--- config.mk ---
export PLATFORM = sky130hd
export DESIGN_NAME = ab_multi_frame_er_ctrl
export DESIGN_NICKNAME = d
export VERILOG_FILES = /design/src/rtl/er_ctrl_pkg.sv /design/src/rtl/sat_acc.sv /design/src/rtl/ab_multi_frame_er_ctrl.sv
export SDC_FILE = /design/constraint.sdc
export NUM_CORES = 1
export LEC_CHECK = 0
export ABC_AREA = 1
export ABC_CLOCK_PERIOD_IN_PS = 3800
export CORE_ASPECT_RATIO = 1.5
export CORE_MARGIN = 5
export CORE_UTILIZATION = 56
export CTS_CLUSTER_SIZE = 30
export DETAILED_ROUTE_END_ITERATION = 10
export PLACE_DENSITY_LB_ADDON = 0.05
export SLEW_MARGIN = 20
export SYNTH_ARGS = -nofsm -noshare
export SYNTH_HDL_FRONTEND = slang
export SYNTH_SLANG_ARGS = --single-unit
export TNS_END_PERCENT = 100
--- constraint.sdc ---
create_clock -name clk -period 3.8 [get_ports clk]
set_input_delay 0.76 -clock clk [delete_from_list [all_inputs] [get_ports clk]]
set_output_delay 0.76 -clock clk [all_outputs]
set_load 0.02 [all_outputs]
--- src/rtl/er_ctrl_pkg.sv ---
// er_ctrl_pkg: shared state encoding, default widths and fail-policy constants
package er_ctrl_pkg;
  typedef enum logic [2:0] {S_IDLE, S_LAUNCH, S_WAIT, S_GAP, S_DONE, S_ERR} state_t;
  localparam int DEF_FRAME_ROUND_WIDTH = 16;
  localparam int DEF_LEAK_W = 16;
  localparam int DEF_ERR_W = 16;
  localparam int DEF_ACC_W = 32;
  localparam bit FAIL_CONTINUE = 1'b0;
  localparam bit FAIL_ABORT_RUN = 1'b1;
endpackage

--- src/rtl/sat_acc.sv ---
// sat_acc: accumulator that sticks at all-ones instead of wrapping
module sat_acc #(
  parameter int ACC_W = 32,
  parameter int IN_W = 16
) (
  input  logic             clk,
  input  logic             rst_n,
  input  logic             clr,
  input  logic             en,
  input  logic [IN_W-1:0]  din,
  output logic [ACC_W-1:0] acc
);
  logic [ACC_W:0] sum;
  logic [ACC_W-1:0] acc_q, acc_d;
  always_comb begin
    sum = {1'b0, acc_q} + (ACC_W+1)'(din);
    acc_d = clr ? '0 : !en ? acc_q : sum[ACC_W] ? '1 : sum[ACC_W-1:0];
  end
  always_ff @(posedge clk or negedge rst_n)
    if (!rst_n) acc_q <= '0;
    else acc_q <= acc_d;
  assign acc = acc_q;
endmodule

--- src/rtl/ab_multi_frame_er_ctrl.sv ---
// ab_multi_frame_er_ctrl: multi-frame sequencer for the Alice/Bob ER engine pair
module ab_multi_frame_er_ctrl
  import er_ctrl_pkg::*;
#(
  parameter int START_DELAY = 128,
  parameter int FRAME_ROUND_WIDTH = DEF_FRAME_ROUND_WIDTH,
  parameter int LEAK_W = DEF_LEAK_W,
  parameter int ERR_W = DEF_ERR_W,
  parameter int ACC_W = DEF_ACC_W,
  parameter int GAP_CYCLES = 16,
  parameter int TIMEOUT_CYCLES = 2**24,
  parameter bit FAIL_ABORT = FAIL_CONTINUE
) (
  input  logic                         clk,
  input  logic                         rst_n,
  input  logic                         start_switch,
  input  logic                         stop_req,
  input  logic [FRAME_ROUND_WIDTH-1:0] num_frames,
  output logic                         start_er,
  output logic [FRAME_ROUND_WIDTH-1:0] frame_round,
  output logic                         sifted_key_addr_index,
  input  logic                         A_finish_error_reconciliation,
  input  logic                         B_finish_error_reconciliation,
  input  logic                         A_error_verification_fail,
  input  logic                         B_error_verification_fail,
  input  logic [LEAK_W-1:0]            A_er_leaked_info,
  input  logic [ERR_W-1:0]             A_er_error_count,
  input  logic                         A_er_parameter_valid,
  output logic [ACC_W-1:0]             total_leaked_info,
  output logic [ACC_W-1:0]             total_error_count,
  output logic [FRAME_ROUND_WIDTH-1:0] frames_ok,
  output logic [FRAME_ROUND_WIDTH-1:0] frames_failed,
  output logic                         busy,
  output logic                         done,
  output logic                         timeout_err,
  output logic                         abort_err
);
  localparam int FW = FRAME_ROUND_WIDTH;
  localparam int AW = $clog2(START_DELAY) + 1;
  localparam int GW = $clog2(GAP_CYCLES + 1) + 1;
  localparam int WW = $clog2(TIMEOUT_CYCLES) + 1;
  localparam logic [FW-1:0] FR_ONE = FW'(1);

  state_t state_q, state_d;
  logic [AW-1:0] arm_cnt_q, arm_cnt_d;
  logic [GW-1:0] gap_cnt_q, gap_cnt_d;
  logic [WW-1:0] wd_cnt_q, wd_cnt_d;
  logic [FW-1:0] nf_q, nf_d, frame_round_q, frame_round_d, frames_ok_q, frames_ok_d, frames_failed_q, frames_failed_d;
  logic [LEAK_W-1:0] leak_q, leak_d, leak_c;
  logic [ERR_W-1:0] err_q, err_d, err_c;
  logic idx_q, idx_d, fin_a_q, fin_a_d, fin_b_q, fin_b_d, fail_a_q, fail_a_d, fail_b_q, fail_b_d;
  logic pv_q, pv_d, stop_q, stop_d, start_er_q, start_er_d, busy_q, busy_d, done_q, done_d;
  logic timeout_err_q, timeout_err_d, abort_err_q, abort_err_d;
  logic pv, fail, complete, arm, last;

  // Current-cycle events are merged with the latches so the completing edge sees them
  always_comb begin
    pv = pv_q | A_er_parameter_valid;
    leak_c = pv_q ? leak_q : A_er_leaked_info;
    err_c = pv_q ? err_q : A_er_error_count;
    fail = fail_a_q | fail_b_q | A_error_verification_fail | B_error_verification_fail;
    complete = state_q == S_WAIT && (fin_a_q | A_finish_error_reconciliation) && (fin_b_q | B_finish_error_reconciliation);
    arm = state_q == S_IDLE && start_switch && arm_cnt_q == AW'(START_DELAY - 1);
    last = frame_round_q + FR_ONE == nf_q;
    state_d = state_q;
    arm_cnt_d = arm_cnt_q;
    gap_cnt_d = gap_cnt_q;
    wd_cnt_d = wd_cnt_q;
    nf_d = nf_q;
    frame_round_d = frame_round_q;
    frames_ok_d = frames_ok_q;
    frames_failed_d = frames_failed_q;
    leak_d = leak_q;
    err_d = err_q;
    idx_d = idx_q;
    fin_a_d = fin_a_q;
    fin_b_d = fin_b_q;
    fail_a_d = fail_a_q;
    fail_b_d = fail_b_q;
    pv_d = pv_q;
    stop_d = busy_q ? stop_q | stop_req : stop_q;
    start_er_d = 1'b0;
    busy_d = busy_q;
    done_d = 1'b0;
    timeout_err_d = timeout_err_q;
    abort_err_d = abort_err_q;
    case (state_q)
      S_IDLE: begin
        arm_cnt_d = start_switch ? arm_cnt_q + AW'(1) : '0;
        if (arm) begin
          arm_cnt_d = '0;
          nf_d = num_frames;
          frame_round_d = '0;
          idx_d = 1'b0;
          frames_ok_d = '0;
          frames_failed_d = '0;
          timeout_err_d = 1'b0;
          abort_err_d = 1'b0;
          stop_d = 1'b0;
          state_d = num_frames == '0 ? S_DONE : S_LAUNCH;
          done_d = num_frames == '0;
          start_er_d = num_frames != '0;
          busy_d = num_frames != '0;
        end
      end
      S_LAUNCH: begin
        {fin_a_d, fin_b_d, fail_a_d, fail_b_d, pv_d} = '0;
        wd_cnt_d = '0;
        state_d = S_WAIT;
      end
      S_WAIT: begin
        fin_a_d = fin_a_q | A_finish_error_reconciliation;
        fin_b_d = fin_b_q | B_finish_error_reconciliation;
        fail_a_d = fail_a_q | A_error_verification_fail;
        fail_b_d = fail_b_q | B_error_verification_fail;
        pv_d = pv;
        leak_d = leak_c;
        err_d = err_c;
        wd_cnt_d = wd_cnt_q + WW'(1);
        if (complete) begin
          frames_ok_d = fail ? frames_ok_q : frames_ok_q + FR_ONE;
          frames_failed_d = fail ? frames_failed_q + FR_ONE : frames_failed_q;
          if (fail && FAIL_ABORT) begin
            abort_err_d = 1'b1;
            busy_d = 1'b0;
            state_d = S_ERR;
          end else if (last || stop_q || stop_req) begin
            done_d = 1'b1;
            busy_d = 1'b0;
            state_d = S_DONE;
          end else begin
            idx_d = ~idx_q;
            frame_round_d = frame_round_q + FR_ONE;
            gap_cnt_d = '0;
            state_d = S_GAP;
          end
        end else if (wd_cnt_q == WW'(TIMEOUT_CYCLES - 1)) begin
          timeout_err_d = 1'b1;
          busy_d = 1'b0;
          state_d = S_ERR;
        end
      end
      S_GAP: begin
        gap_cnt_d = gap_cnt_q + GW'(1);
        start_er_d = gap_cnt_q == GW'(GAP_CYCLES);
        state_d = gap_cnt_q == GW'(GAP_CYCLES) ? S_LAUNCH : S_GAP;
      end
      default: begin
        arm_cnt_d = '0;
        state_d = start_switch ? state_q : S_IDLE;
      end
    endcase
  end

  always_ff @(posedge clk or negedge rst_n)
    if (!rst_n) begin
      state_q <= S_IDLE;
      arm_cnt_q <= '0;
      gap_cnt_q <= '0;
      wd_cnt_q <= '0;
      nf_q <= '0;
      frame_round_q <= '0;
      frames_ok_q <= '0;
      frames_failed_q <= '0;
      leak_q <= '0;
      err_q <= '0;
      idx_q <= 1'b0;
      fin_a_q <= 1'b0;
      fin_b_q <= 1'b0;
      fail_a_q <= 1'b0;
      fail_b_q <= 1'b0;
      pv_q <= 1'b0;
      stop_q <= 1'b0;
      start_er_q <= 1'b0;
      busy_q <= 1'b0;
      done_q <= 1'b0;
      timeout_err_q <= 1'b0;
      abort_err_q <= 1'b0;
    end else begin
      state_q <= state_d;
      arm_cnt_q <= arm_cnt_d;
      gap_cnt_q <= gap_cnt_d;
      wd_cnt_q <= wd_cnt_d;
      nf_q <= nf_d;
      frame_round_q <= frame_round_d;
      frames_ok_q <= frames_ok_d;
      frames_failed_q <= frames_failed_d;
      leak_q <= leak_d;
      err_q <= err_d;
      idx_q <= idx_d;
      fin_a_q <= fin_a_d;
      fin_b_q <= fin_b_d;
      fail_a_q <= fail_a_d;
      fail_b_q <= fail_b_d;
      pv_q <= pv_d;
      stop_q <= stop_d;
      start_er_q <= start_er_d;
      busy_q <= busy_d;
      done_q <= done_d;
      timeout_err_q <= timeout_err_d;
      abort_err_q <= abort_err_d;
    end

  sat_acc #(.ACC_W(ACC_W), .IN_W(LEAK_W)) u_leak_acc (
    .clk(clk), .rst_n(rst_n), .clr(arm), .en(complete & pv), .din(leak_c), .acc(total_leaked_info)
  );
  sat_acc #(.ACC_W(ACC_W), .IN_W(ERR_W)) u_err_acc (
    .clk(clk), .rst_n(rst_n), .clr(arm), .en(complete & pv & ~fail), .din(err_c), .acc(total_error_count)
  );

  assign start_er = start_er_q;
  assign frame_round = frame_round_q;
  assign sifted_key_addr_index = idx_q;
  assign frames_ok = frames_ok_q;
  assign frames_failed = frames_failed_q;
  assign busy = busy_q;
  assign done = done_q;
  assign timeout_err = timeout_err_q;
  assign abort_err = abort_err_q;
endmodule
# Word-level counts from Yosys, hierarchy flattened
# Index checks and enable logic that the tools add are counted.
[word_totals]
output_inout_bits = 118
reg_bits = 213
[op_classes]
addsub = 8
n_reduce_logical = 23
n_eq_ne = 17
mux = 59
bitwise = 13
[op_table]
columns = ["cell", "n"]
rows = [
  ["two-way mux 32 bit", 6],
  ["two-way mux 16 bit", 9],
  ["case mux 16 bit (2 select lines)", 3],
  ["adder 32 x 16 -> 33 bit", 2],
  ["case mux 25 bit (2 select lines)", 1],
  ["adder 16 x 1 -> 16 bit (second input constant)", 3],
  ["adder 25 x 1 -> 25 bit (second input constant)", 1],
  ["equality test 25 x 24 -> 1 bit (second input constant)", 1],
  ["case mux 1 bit (2 select lines)", 10],
  ["AND reduction 4 bit", 5],
  ["two-way mux 3 bit", 6],
  ["equality test 16 bit", 1],
  ["zero test 16 bit", 1],
  ["two-way mux 1 bit", 16],
  ["two-way mux 8 bit", 2],
  ["case mux 8 bit (2 select lines)", 1],
  ["nonzero test 16 bit", 1],
  ["two-way mux 6 bit", 2],
  ["case mux 3 bit (4 select lines)", 1],
  ["case mux 6 bit (2 select lines)", 1],
  ["inequality test 2 bit (second input constant)", 5],
  ["nonzero test 2 bit", 5],
  ["OR 1 bit", 9],
  ["adder 8 x 1 -> 8 bit (second input constant)", 1],
  ["17 further kinds", 27],
]

# Logic depth before layout (Yosys ltp)
[depth]
depth_word = 7
mapped_depth = 21

# By module
# Synthesis repeated with hierarchy kept, for this count alone.
[unflattened]
cells_unflattened = 2128
area_unflattened_um2 = 14317.5
[modules_own_cells]
columns = ["mod", "area_per_inst_um2", "seq_area_each_um2", "n_inst", "cells_each"]
rows = [
  ["ab_multi_frame_er_ctrl", 8284.2, 3728.6, 1, 1122],
  ["sat_acc at u_leak_acc", 3019.1, 800.8, 1, 503],
  ["sat_acc at u_err_acc", 3014.1, 800.8, 1, 503],
]

# Least setup slack after synthesis
# Ideal clock, no wire load.
[synth_timing]
path_type = "flip-flop to flip-flop"
start = "register pv_q"
end = "register u_leak_acc.acc_q[10], in the netlist u_leak_acc.acc[10]"
setup_time_ns = 0.118
n_path_buf = 3
t_arrival_ns = 2.863
path_stages_with_launch = 17
slack_ns = 0.819
required_ns = 3.682
synth_period_minus_slack_ns = 2.981
cell_sequence = "dfrtp_1 inv_1 clkbuf_1 clkbuf_1 o21ai_0 ha_1 fa_1 nand2_1 o21ai_1 a21oi_1 o21ai_2 nand2_1 nand2_1 nand4_1 buf_2 a21oi_1 a21o_1"
[synth_between]
elab_chain_len = 5
[synth_lines]
columns = ["element", "line_no", "text"]
rows = [
  ["start, declared", "ab_multi_frame_er_ctrl.sv:52", "logic pv_q, pv_d, stop_q, stop_d, start_er_q, start_er_d, busy_q, busy_d, done_q, done_d;"],
  ["start signal, assigned", "ab_multi_frame_er_ctrl.sv:195", "pv_q <= pv_d;"],
  ["two-way mux 16 bit", "ab_multi_frame_er_ctrl.sv:59", "leak_c = pv_q ? leak_q : A_er_leaked_info;"],
  ["named net leak_c[0]", "ab_multi_frame_er_ctrl.sv:49", "logic [LEAK_W-1:0] leak_q, leak_d, leak_c;"],
  ["adder 32 x 16 -> 33 bit", "sat_acc.sv:16", "sum = {1'b0, acc_q} + (ACC_W+1)'(din);"],
  ["two-way mux 32 bit (3 in a row)", "sat_acc.sv:17", "acc_d = clr ? '0 : !en ? acc_q : sum[ACC_W] ? '1 : sum[ACC_W-1:0];"],
  ["end signal, assigned", "sat_acc.sv:20", "if (!rst_n) acc_q <= '0;"],
  ["end signal, assigned", "sat_acc.sv:21", "else acc_q <= acc_d;"],
  ["end, declared", "sat_acc.sv:14", "logic [ACC_W-1:0] acc_q, acc_d;"],
]
# The timed path passes the listed nets, and every way through them passes these cells. The select of a mux whose other input is x is not followed.
# A chain may end at the register's enable or synchronous reset.

# Final worst setup path
[layout_timing]
start = "register pv_q"
end = "register u_err_acc.acc_q[18], in the netlist u_err_acc.acc[18]"
[layout_between]
elab_chain_len = 5
[layout_lines]
columns = ["element", "line_no", "text"]
rows = [
  ["two-way mux 16 bit", "ab_multi_frame_er_ctrl.sv:60", "err_c = pv_q ? err_q : A_er_error_count;"],
  ["named net err_c[1]", "ab_multi_frame_er_ctrl.sv:50", "logic [ERR_W-1:0] err_q, err_d, err_c;"],
  ["adder 32 x 16 -> 33 bit", "sat_acc.sv:16", ""],
  ["two-way mux 32 bit (3 in a row)", "sat_acc.sv:17", ""],
  ["end signal, assigned", "sat_acc.sv:20", ""],
  ["end signal, assigned", "sat_acc.sv:21", ""],
  ["end, declared", "sat_acc.sv:14", ""],
]
# The timed path passes the listed nets, and every way through them passes these cells. The select of a mux whose other input is x is not followed.

==> results.md <==
- Clock root buffer: clkbuf_16
- R2R Path End: u_err_acc.acc[18]$_DFFE_PN0P_
- Clock Skew: approximately 0.009 ns
- Reg2reg setup slack: roughly 0.63 ns
- HPWL after DPL: 25580 um
- CP Capture Point: u_err_acc.acc[18]$_DFFE_PN0P_
- First-pass DRT Iterations: 5
- Global-route wire length before repair: roughly 59000 um
- Final TNS setup: 0 ns
- Hold-fix buffers, CTS: 0
- Final-report max-slew violation count: 0
- IO Port Bufs: approximately 170
- PwrDens: between 600 and 700 mW/mm^2
- Die height: 198.1 um
- Row count: 68
- Crit Path Max Fanout: 65
- Die Area: ~0.027 sq mm
- Initial Util: a little under three fifths
- Leakage: 7.466 nW
- R2R Path Start: pv_q$_DFFE_PN0P_
- R2r worst-path depth: 14
- Fin crit period: between 3 and 4 ns
- I/O pin count: between 150 and 200
- CTS Buf Count: 24
- EDFF count, synth: 0
- Pin slew with the least headroom to its limit: approximately 0.86 ns
- Final setup viols: 0
- Antenna-violating nets left: 0
- Number of vias per cell: ~5.5
- Yosys cell types: 50
- Routability Congestion: 0.9332
- Async set or reset register ratio after synthesis: 100.0%
- Sequential Area: 0.005330 sq mm
- Most frequent cells in the layout: 534 x nand2_1, 213 x dfrtp_1, 202 x inv_1
- # clock sinks: about 210
- Max VDD drop: around 0.53 mV
- H-tree depth: 1
- Outcome: completed
- Clock buffer depth: 3
- Remaining DRCs: 0
- Multi-input gate area in the final layout: slightly below 0.007 sq mm
- Unrepaired setup endpoints after global routing: false
- Period utilisation layout: between 80% and 90%
- Crit path required time: 4.24 ns
- Share of cells above drive strength 1: under 10%
- Die width: between 100 and 150 um
- Drt first-iter violations: a little under 800
- Worst Setup SP: pv_q$_DFFE_PN0P_
- Synthesized area per cell: between 7 and 8 sq um
- Syn Inst Count: 1821
- Area of the core: around 0.023 sq mm
- GRT Total Usage: a little over a quarter
- CTS tree: yes
- Vias in the first global route: 12637
- Total Wirelength: ~35000 um
- NumNets Final: between 2000 and 2500
- Global route total overflow: 0
- DR WL/cell: between 15 and 20 um
- Post-Syn Nets: approximately 1900
- Largest net degree at the start of global routing: about 110
- Hold Crit Class: primary input to asynchronous set/reset pin
- Register area share after synthesis: 40.36%
- Crit path kind: flop to flop
- Most common cell after layout, fill and taps aside: nand2_1
- Antenna violations before repair: 2
- Setup crit start kind: flop
- DP Cell Count: between 2000 and 2500
- Hold Violations, Final: 0
- Worst-path clk slew: about 0.06 ns
- Post-CTS setup buffer count: 0
- Largest area contributor in the netlist: dfrtp_1
- Synth-to-Final Area Change: 21.93%
- Primary FF master, synth: dfrtp_1
- Max cap viols: 0
- Via count: about 13000
- Synth Cell Area: about 0.013 sq mm
- Critical Path End Type: flop
- Yosys warns: 0
- F_max: approximately 0.32 GHz
- Worst relative slew slack: 42.47%
- Util after Layout: between 60% and 70%
- Skew-Pair Late Insertion Delay: between 0.5 and 0.6 ns
- # resized after CTS: 0
- Yosys top cell area share: about 40%
- Fill cell count: approximately 2000
- WP data arrival: ~3.6 ns
- Synth top area cells: dfrtp_1 40%, nand2_1 15%, o21ai_0 7.4%, inv_1 5.8%, nand3_1 5.0%
- Seq cells post-synth: ~210
- ANT cells: 0
- Final Non-Filler Cells: about 2300
## critical path, cell delays in order, from the launching register on
cell      delay, ns
dfrtp_1        0.34
clkinv_1       0.10
buf_12         0.19
o21ai_0        0.46
fa_1           0.31
nand3_1        0.08
nand2_1        0.10
a31oi_1        0.11
o21ai_2        0.20
nand2_1        0.10
nand2_1        0.09
nand2_1        0.10
nor2_2         0.58
o21ai_0        0.20
o21ai_0        0.10
## report_power, final
group          leakage, nW  switching, mW  internal, mW  total (mW)
Sequential            2.79          0.516          2.83        3.35
Clock                0.415          0.951          1.46        2.42
Combinational         4.26           3.48          1.99        5.47
## cell families after synthesis
| group | after synthesis | synth area share, % |
|---|---|---|
| adders and majority gates | 41 | 3.998 |
| xor gates and xnor gates | 47 | 3.117 |
| AOI/OAI and AO/OA | 329 | 13.59 |
| DFF | 213 | 40.36 |
| and+or+nand+nor | 926 | 30.85 |
| buffers and inverters | 260 | 7.750 |
| muxes | 4 | 0.3127 |
| other | 1 | 0.02840 |
## how the worst min path moves through the flow
stage	startpoint	endpoint	slack, ns
after floorplan	wd_cnt_q[23]$_DFFE_PN0P_	wd_cnt_q[23]$_DFFE_PN0P_	0.45
after global placement	wd_cnt_q[23]$_DFFE_PN0P_	wd_cnt_q[23]$_DFFE_PN0P_	0.47
after detailed placement	fail_a_q$_DFFE_PN0P_	fail_a_q$_DFFE_PN0P_	0.48
after CTS	rst_n	frames_failed[10]$_DFFE_PN0P_	0.39
after global routing	rst_n	frames_failed[10]$_DFFE_PN0P_	0.41
final	rst_n	frames_failed[9]$_DFFE_PN0P_	0.34
## stage by stage
stage | setup slack [ns] | power (mW) | cell area (sq um) | hold WS [ns]
2_1_floorplan | 0.8185 | 7.066 | 13210 | 0.4456
3_3_place_gp | 0.2138 | 8.706 | 15270 | 0.4651
3_5_place_dp | 0.2208 | 8.805 | 15270 | 0.4817
4_1_cts | 0.6410 | 11.28 | 16100 | 0.3894
5_1_grt | 0.2414 | 12.12 | 16100 | 0.4103
6_report | 0.6330 | 11.23 | 16100 | 0.3383
## registers in the layout, summed over array words and instances (netlist names), 3 cells and up
register / flops
wd_cnt_q: 25
state_q: 3
frames_ok: 16
frames_failed: 16
err_q: 16
nf_q: 16
frame_round: 16
leak_q: 16
gap_cnt_q: 6
arm_cnt_q: 8
u_leak_acc.acc: 32
u_err_acc.acc: 32
## cell type report
| type | instances | share of cell area, % |
|---|---|---|
| Timing Repair Buffer | 192 | 11.82 |
| Inverter | 211 | 4.934 |
| Sequential cell | 213 | 33.10 |
| Multi-Input combinational cell | 1348 | 42.56 |
| Clock buffer | 33 | 4.507 |
| Tap cell | 315 | 2.448 |
| Clock inverter | 10 | 0.6371 |
## cell usage after synthesis (all sizes together) (2+ instances only)
master  instances
a21boi          2
a21o            8
a21oi          70
buf            15
clkbuf         34
dfrtp         213
fa              2
ha             39
inv           211
mux2i           3
nand2         539
nand3         132
nand3b         15
nand4          43
nor2          119
nor3           50
nor3b           2
nor4           15
o211ai          3
o21a            3
o21ai         216
o21bai          2
o22ai           6
o31ai          16
or2            10
xnor2          20
xor2           27
## per-layer routing
layer	wire length, um	global-route usage, %
met2	17930	47.64
met3	1834	3.355
met5	23	0
met1	14750	32.41
met4	935	8.704
Note: power is estimated with default switching activity, not from simulation.
